--- src/rtl/inmp441_mic_i2s_emulator_pkg.sv ---
// Shared I2S definitions for the INMP441 emulator and the receiver bench.
package i2s_pkg;
   localparam int w_i2s_sample = 24;
   localparam int w_i2s_slot   = 32;

   typedef enum logic [1:0] {IDLE, ARM, SHIFT} i2s_tx_state_t;
endpackage

--- src/rtl/inmp441_mic_i2s_emulator_sync_edge_detect.sv ---
// Two-flop synchronizer with registered history for rise/fall pulse detection.
module sync_edge_detect (
   input  logic clk,
   input  logic rst,
   input  logic din,
   output logic rise,
   output logic fall
);
   logic [2:0] sr;

   always_ff @(posedge clk) begin
      if (rst) sr <= '0;
      else     sr <= {sr[1:0], din};
   end

   assign rise = sr[1] & ~sr[2];
   assign fall = ~sr[1] & sr[2];
endmodule

--- src/rtl/inmp441_mic_i2s_emulator.sv ---
// I2S slave transmitter emulating an INMP441 microphone on oversampled SCK/WS.
// Define INMP441_EMU_TEST_PATTERN_EN to replace the sample input with a sawtooth.
//
// state | meaning
// IDLE  | SD released, waiting for the WS edge into our slot
// ARM   | slot started, skipping the one-bit I2S delay
// SHIFT | driving sample bits MSB first on SCK falls
module inmp441_mic_i2s_emulator
   import i2s_pkg::*;
#(
   parameter int                  w_sample     = w_i2s_sample,
   parameter logic [w_sample-1:0] pattern_step = 24'h000400
) (
   input  logic                clk,
   input  logic                rst,
   input  logic                sck,
   input  logic                ws,
   input  logic                lr,
   input  logic [w_sample-1:0] sample,
   input  logic                sample_valid,
   output logic                sample_ready,
   output logic                sd,
   output logic                sd_oe,
   output logic                underrun,
   output logic                frame_err
);
   localparam int                w_cnt    = $clog2(w_sample + 1);
   localparam logic [w_cnt-1:0] cnt_last = w_cnt'(w_sample);

   i2s_tx_state_t       state, state_nxt;
   logic [w_sample-1:0] shreg, shreg_nxt, load_val;
   logic [w_cnt-1:0]    cnt, cnt_nxt;
   logic                sd_nxt, sd_oe_nxt, frame_err_nxt, load;
   logic                sck_rise, sck_fall, ws_rise, ws_fall, ws_edge, slot_start;
   logic                unused_sck_rise;

   sync_edge_detect u_sync_sck (.clk(clk), .rst(rst), .din(sck), .rise(sck_rise), .fall(sck_fall));
   sync_edge_detect u_sync_ws  (.clk(clk), .rst(rst), .din(ws),  .rise(ws_rise),  .fall(ws_fall));

   assign unused_sck_rise = sck_rise;
   assign ws_edge    = ws_rise | ws_fall;
   assign slot_start = lr ? ws_rise : ws_fall;

`ifdef INMP441_EMU_TEST_PATTERN_EN
   logic [w_sample-1:0] pattern;
   logic                unused_sample;

   assign unused_sample = ^{sample, sample_valid};
   assign sample_ready  = 1'b0;
   assign underrun      = 1'b0;
   assign load_val      = pattern;

   always_ff @(posedge clk) begin
      if (rst)       pattern <= '0;
      else if (load) pattern <= pattern + pattern_step;
   end
`else
   logic                held, accept;
   logic [w_sample-1:0] hold_reg, last_reg;

   assign sample_ready = !held;
   assign accept       = sample_valid && !held;
   assign load_val     = held ? hold_reg : last_reg;

   // A transfer coinciding with slot start lands in the holding register for the next frame.
   always_ff @(posedge clk) begin
      if (rst) begin
         held     <= 1'b0;
         hold_reg <= '0;
         last_reg <= '0;
         underrun <= 1'b0;
      end else begin
         underrun <= load && !held;
         if (load && held) last_reg <= hold_reg;
         held <= (held && !load) || accept;
         if (accept) hold_reg <= sample;
      end
   end
`endif

   always_ff @(posedge clk) begin
      if (rst) begin
         state     <= IDLE;
         shreg     <= '0;
         cnt       <= '0;
         sd        <= 1'b0;
         sd_oe     <= 1'b0;
         frame_err <= 1'b0;
      end else begin
         state     <= state_nxt;
         shreg     <= shreg_nxt;
         cnt       <= cnt_nxt;
         sd        <= sd_nxt;
         sd_oe     <= sd_oe_nxt;
         frame_err <= frame_err_nxt;
      end
   end

   // A WS edge outranks an SCK fall seen in the same cycle.
   always_comb begin
      state_nxt     = state;
      shreg_nxt     = shreg;
      cnt_nxt       = cnt;
      sd_nxt        = sd;
      sd_oe_nxt     = sd_oe;
      frame_err_nxt = 1'b0;
      load          = 1'b0;
      case (state)
         IDLE: begin
            sd_oe_nxt = 1'b0;
            if (slot_start) begin
               load      = 1'b1;
               shreg_nxt = load_val;
               state_nxt = ARM;
            end
         end
         ARM: begin
            if (ws_edge) begin
               sd_nxt        = 1'b0;
               sd_oe_nxt     = 1'b0;
               frame_err_nxt = 1'b1;
               state_nxt     = IDLE;
            end else if (sck_fall) begin
               sd_nxt    = shreg[w_sample-1];
               sd_oe_nxt = 1'b1;
               cnt_nxt   = w_cnt'(1);
               state_nxt = SHIFT;
            end
         end
         SHIFT: begin
            if (ws_edge) begin
               sd_nxt        = 1'b0;
               sd_oe_nxt     = 1'b0;
               frame_err_nxt = 1'b1;
               state_nxt     = IDLE;
            end else if (sck_fall) begin
               if (cnt == cnt_last) begin
                  sd_nxt    = 1'b0;
                  sd_oe_nxt = 1'b0;
                  state_nxt = IDLE;
               end else begin
                  shreg_nxt = shreg << 1;
                  sd_nxt    = shreg[w_sample-2];
                  cnt_nxt   = cnt + 1'b1;
               end
            end
         end
         default: state_nxt = IDLE;
      endcase
   end
endmodule
--- config.mk ---
export PLATFORM = sky130hd
export DESIGN_NAME = inmp441_mic_i2s_emulator
export DESIGN_NICKNAME = d
export VERILOG_FILES = /design/src/rtl/inmp441_mic_i2s_emulator_pkg.sv /design/src/rtl/inmp441_mic_i2s_emulator_sync_edge_detect.sv /design/src/rtl/inmp441_mic_i2s_emulator.sv
export SDC_FILE = /design/constraint.sdc
export NUM_CORES = 1
export LEC_CHECK = 0
export BUFFER_PORTS_ARGS = -buffer_cell sky130_fd_sc_hd__buf_2
export CORE_MARGIN = 2
export CORE_UTILIZATION = 45
export CTS_CLUSTER_DIAMETER = 120
export DETAILED_ROUTE_END_ITERATION = 8
export GPL_TIMING_DRIVEN = 1
export PLACE_DENSITY = 0.65
export SLEW_MARGIN = 20
export SYNTH_ARGS = -nofsm -noshare
export SYNTH_HDL_FRONTEND = slang
export SYNTH_SLANG_ARGS = --single-unit
export TNS_END_PERCENT = 5
--- constraint.sdc ---
create_clock -name clk -period 1.8 [get_ports clk]
set_input_delay 0.18 -clock clk [delete_from_list [all_inputs] [get_ports clk]]
set_output_delay 0.18 -clock clk [all_outputs]
set_load 0.02 [all_outputs]
* After elaboration in Yosys (flattened, before gate mapping) *
Cells that the tools add are included.

cells by class
  add/subtract/negate cells = 1
  equality and inequality tests = 12
  muxes and demuxes = 35
  bitwise logic cells = 8
  reductions and logical operators = 18

operators by type and width
  operator               number
  $mux W24               5
  $pmux W24 S2           1
  $mux W5                5
  $mux W1                14
  $mux W2                6
  $ne A2 B2 Y1 const B   6
  $pmux W5 S2            1
  $ne A3 B3 Y1 const B   3
  $reduce_and A4 Y1      2
  $pmux W2 S3            1
  $reduce_and A6 Y1      1
  $add A5 B1 Y5 const B  1
  $eq A5 B5 Y1 const B   1
  $reduce_and A5 Y1      1
  $logic_and A1 B1 Y1    4
  $not A1 Y1             4
  $reduce_bool A2 Y1     2
  $reduce_or A2 Y1       2
  $and A1 B1 Y1          3
  $pmux W1 S3            1
  $reduce_and A3 Y1      1
  $reduce_bool A3 Y1     1
  $eq A2 B1 Y1 const B   1
  $eq A2 B2 Y1 const B   1
  other kinds (5)        6

storage, ports and cells
  register bits after elaboration = 90
  bits of input ports = 30
  output and inout bits = 5

* Longest topological paths before layout *
  word-level depth = 8
  gate-level depth with buffers = 9
  gate-level depth less buffers = 6

* Modules after synthesis *
A second synthesis with hierarchy kept.

second synthesis, totals
  cell total of the unflattened synthesis = 445
  area, all modules = 3,901.2 um^2

modules (own cells, without submodules)
  module                    instances  cells each  area an instance (um^2)
  inmp441_mic_i2s_emulator  1          429         3,718.6
  sync_edge_detect          2          8           91.3

* Worst setup path before layout *
Ideal clock, no wire load.

  path type = register -> register
  from = register u_sync_ws.sr[1]
  to = register shreg[17]
  setup time = 128 ps
  arrival = 1,599 ps
  required time = 1,672 ps
  path slack = 73 ps
  stages on the path, launching flop included = 10
  path buffers = 3
  clock period less this slack = 1,727 ps
  path through = dfxtp_1 -> inv_1 -> ha_1 -> buf_4 -> and3b_4 -> a31oi_4 -> buf_6 -> buf_6 -> o211ai_1 -> o41ai_2

between the ends
  cells in the longest elaborated chain, start to end = 5
  elaborated cells on any way between the ends = 8
  classes of those cells = eq/ne: 2; mux: 1; bitwise: 4; reduce/logical: 1

ends and longest elaborated chain
  element                                  line                                                            source
  start: declaration                       inmp441_mic_i2s_emulator_sync_edge_detect.sv:9                  logic [2:0] sr;
  start signal: assignment                 inmp441_mic_i2s_emulator_sync_edge_detect.sv:13                 else sr <= {sr[1:0], din};
  $not A1 Y1                               inmp441_mic_i2s_emulator_sync_edge_detect.sv:17                 assign fall = ~sr[1] & sr[2];
  $and A1 B1 Y1                            inmp441_mic_i2s_emulator_sync_edge_detect.sv:17
  $or A1 B1 Y1 or $mux W1 (tied branches)  inmp441_mic_i2s_emulator.sv:41, inmp441_mic_i2s_emulator.sv:42
  $ne A2 B2 Y1 (no line)                   n/a
  $reduce_and A5 Y1 (no line) *            n/a
  end signal: assignment                   inmp441_mic_i2s_emulator.sv:91                                  shreg <= shreg_nxt;
  end: declaration                         inmp441_mic_i2s_emulator.sv:31                                  logic [w_sample-1:0] shreg, shreg_nxt, load_val;

Mark *: on every way between the ends. The rest lies on a longest branch, timed or not.
A chain may end at the register's enable or synchronous reset.

* Worst setup path after layout *
  from = register state[0]
  to = register shreg[4]

between the ends
  cells in the longest elaborated chain, start to end = 3
  elaborated cells on any way between the ends = 9
  classes of those cells = eq/ne: 5; mux: 1; reduce/logical: 3

ends and longest elaborated chain
  element                                                       line                             source
  start: declaration                                            inmp441_mic_i2s_emulator.sv:30   i2s_tx_state_t state, state_nxt;
  start signal: assignment                                      inmp441_mic_i2s_emulator.sv:90   state <= state_nxt;
  $eq A2 B2 Y1 or $logic_not A2 Y1 (tied branches)              inmp441_mic_i2s_emulator.sv:108  case (state)
  $ne A2 B2 Y1 (no line) or $reduce_bool A2 Y1 (tied branches)  n/a
  $reduce_and A5 Y1 (no line)                                   n/a

Several ways; a longest one is shown, not always the timed one.

==> flow_metrics.tcl <==
set metrics [dict create \
    highest_layer "met4" \
    cp.arrival_ns 1.99 \
    reg2reg_depth 6 \
    multi_input_area_sq_mm 0.00212 \
    fillers 811 \
    path_delay_family "buffers and inverters" \
    ys.flop_type "dfxtp_1" \
    wl_met3_um 258 \
    initial_core_util 0.467 \
    io_buffers 34 \
    grt_overflow 0 \
    clk_pin_slew_ns 0.09 \
    final.setup.tns_ns 0 \
    syn_inst 451 \
    start_kind "flop" \
    std_cell_rows 34 \
    end_kind "flop" \
    hold_viol 0 \
    die_y_um 99.6 \
    antenna_found_initial 0 \
    grt_max_degree 48 \
    ioPinCount 35 \
    holdWs_ns 0.0320 \
    grt_pass1_wl_mm 14.0 \
    layout_min_cycle_time_ns 1.77 \
    wl_per_cell_um 13.8 \
    initialDrtViolationCount 124 \
    yosysUniqueCellTypes 40 \
    path_buf_inv 3 \
    clock_path_buffers 2 \
    slowest_delay_ns 0.38 \
    worstPathRequired_ns 2.03 \
    startpoint "state[0]" \
    ys_ff_latch 90 \
    drv_slew 0 \
    max_slew_margin 0.663 \
    syn_avg_cell_area_sq_um 9.11 \
    htreeDepth 3 \
    synth_top_area_frac 0.438 \
    clk_latency_ns 0.35 \
    period_share 0.981 \
    hold_path.class "input pin to flop" \
    r2r-end "shreg[4]" \
    drive_gt1_frac 0.191 \
    drt_wl_total_mm 8.10 \
    ir_drop_mv 0.507 \
    yosysWarnings 0 \
    setup_ws_ns 0.0346 \
    path_depth 6 \
    async_reset_ff_frac 0 \
    antenna_cells 0 \
    synth_top_area_cell "dfxtp_1" \
    stdcell_count 589 \
    wl_met1_mm 3.97 \
    cts-root-buf "clkbuf_8" \
    syn_area_sq_mm 0.00411 \
    grt_pass1_vias 3059 \
    first_pass_iters 5 \
    worst_pin_slew_ns 0.503 \
    die_w_um 99.6 \
    routabilityCongestion 0.801 \
    yosys-top-cells-area "dfxtp_1 44%, mux2i_1 13%, a21oi_1 6.2%" \
    crit_fanout 47 \
    power.leakage_uw 0.00198 \
    ant_nets 0 \
    dp_hpwl_mm 5.44 \
    num-nets-final 514 \
    worstSetupPathType "flop to flop" \
    die-area_sq_mm 0.00991 \
    core_area_sq_mm 0.00881 \
    yosysSeqAreaShare 0.438 \
    cts_buffers 9 \
    area_delta_synth_final_pct 14.2 \
    final_cell_mix "88 x dfxtp_1, 58 x nand2_1, 52 x nor2_1, 52 x mux2i_1, 51 x a21oi_1" \
    cpMaxStageDelayCell "o41ai_1" \
    syn_nets 489 \
    globalRouteTotalUtil 0.171 \
    crit_chain "inv_1, ha_2, buf_8, a31oi_4, buf_12, o41ai_1" \
    num_vias 3227 \
    seq_area_sq_mm 0.00180 \
    cts_hold_buf 0 \
    status "finished, final reports clean" \
    tritoncts "yes" \
    cap_violations 0 \
    dp_cells 573 \
    critical_path.endpoint "shreg[4]" \
    final_common_cell "dfxtp_1" \
    vias_per_cell 5.48 \
    synth_enable_flop_cells 0 \
    dr_wl_met2_mm 3.77 \
    cts.sinks 90 \
    placed_area_sq_mm 0.00442 \
    rsz0062_at_grt "true" \
    finalSetupViolCount 0 \
    p_per_area_mw_per_mm2 988 \
    fmax_mhz 566 \
    place_ws_ns -0.139 \
    final_area_sq_mm 0.00469 \
    skew_ns 0.00765 \
    ff2ff_setup_slack_ns 0.03 \
    drc 0 \
    r2r-start "state[0]" \
]
## kinds of logic (layout without fill, tap and decap cells)
group	after synthesis	after routing	synth area share
AO/OA/AOI/OAI	114	114	0.200
adder cells (fa/ha/maj)	8	8	0.0244
buffers and inverters	50	80	0.0612
flip-flops	90	90	0.438
multiplexers	53	53	0.129
AND/OR/NAND/NOR	136	136	0.147
## report_power, final
group / switching (uW) / internal [uW] / leakage [uW] / total [uW]
clock: 733 / 688 / 0.0000962 / 1420
combinational: 698 / 384 / 0.00116 / 1080
sequential: 58.1 / 2070 / 0.000731 / 2130
total: 1490 / 3150 / 0.00198 / 4640
## area by class of cell
cell class                 count  area share
tap                          108      0.0288
clock inverter                 5      0.0133
clock buffer                  11      0.0301
timing repair buffer          53      0.0816
multi-input combinational    311       0.453
inverter                      11     0.00880
sequential                    90       0.385
## Yosys cell counts (2+ instances only)
master / number
a21oi_1: 51
a221oi_1: 2
and2_1: 2
buf_2: 6
buf_4: 9
buf_6: 3
clkbuf_1: 20
dfxtp_1: 90
ha_1: 8
inv_1: 11
mux2i_1: 52
nand2_1: 58
nand2b_1: 2
nand3_1: 4
nor2_1: 52
nor2b_1: 8
o211ai_1: 23
o21ai_0: 4
o311ai_0: 3
o31ai_1: 2
o41ai_1: 17
o41ai_2: 6
## stage by stage
step	util	power, uW
floorplan	-	2990
global placement	0.502	3200
detailed placement	0.502	3220
CTS	0.526	4640
global route	0.533	4870
finish	0.533	4640
## how the worst min path moves through the flow
stage | endpoint | startpoint | cells after the start
4_1_cts | u_sync_ws.sr[0] | ws | 2
3_5_place_dp | u_sync_ws.sr[0] | ws | 2
5_1_grt | u_sync_ws.sr[0] | ws | 2
6_report | u_sync_sck.sr[0] | sck | 2
2_1_floorplan | u_sync_sck.sr[0] | sck | 1
3_3_place_gp | u_sync_sck.sr[0] | sck | 2
## per-layer routing
layer  track usage  vias to the layer above
met5             0                        -
met4        0.0611                        0
met3        0.0288                        7
met2         0.277                       58
met1         0.230                     1516
li1              -                     1646
## repair_timing
action                     in CTS  in global routing
buffers inserted                0                  0
pin swaps                       0                  1
gates resized for setup         4                 11
setup endpoints to repair       6                 16
Note: power is estimated with default switching activity, not from simulation.
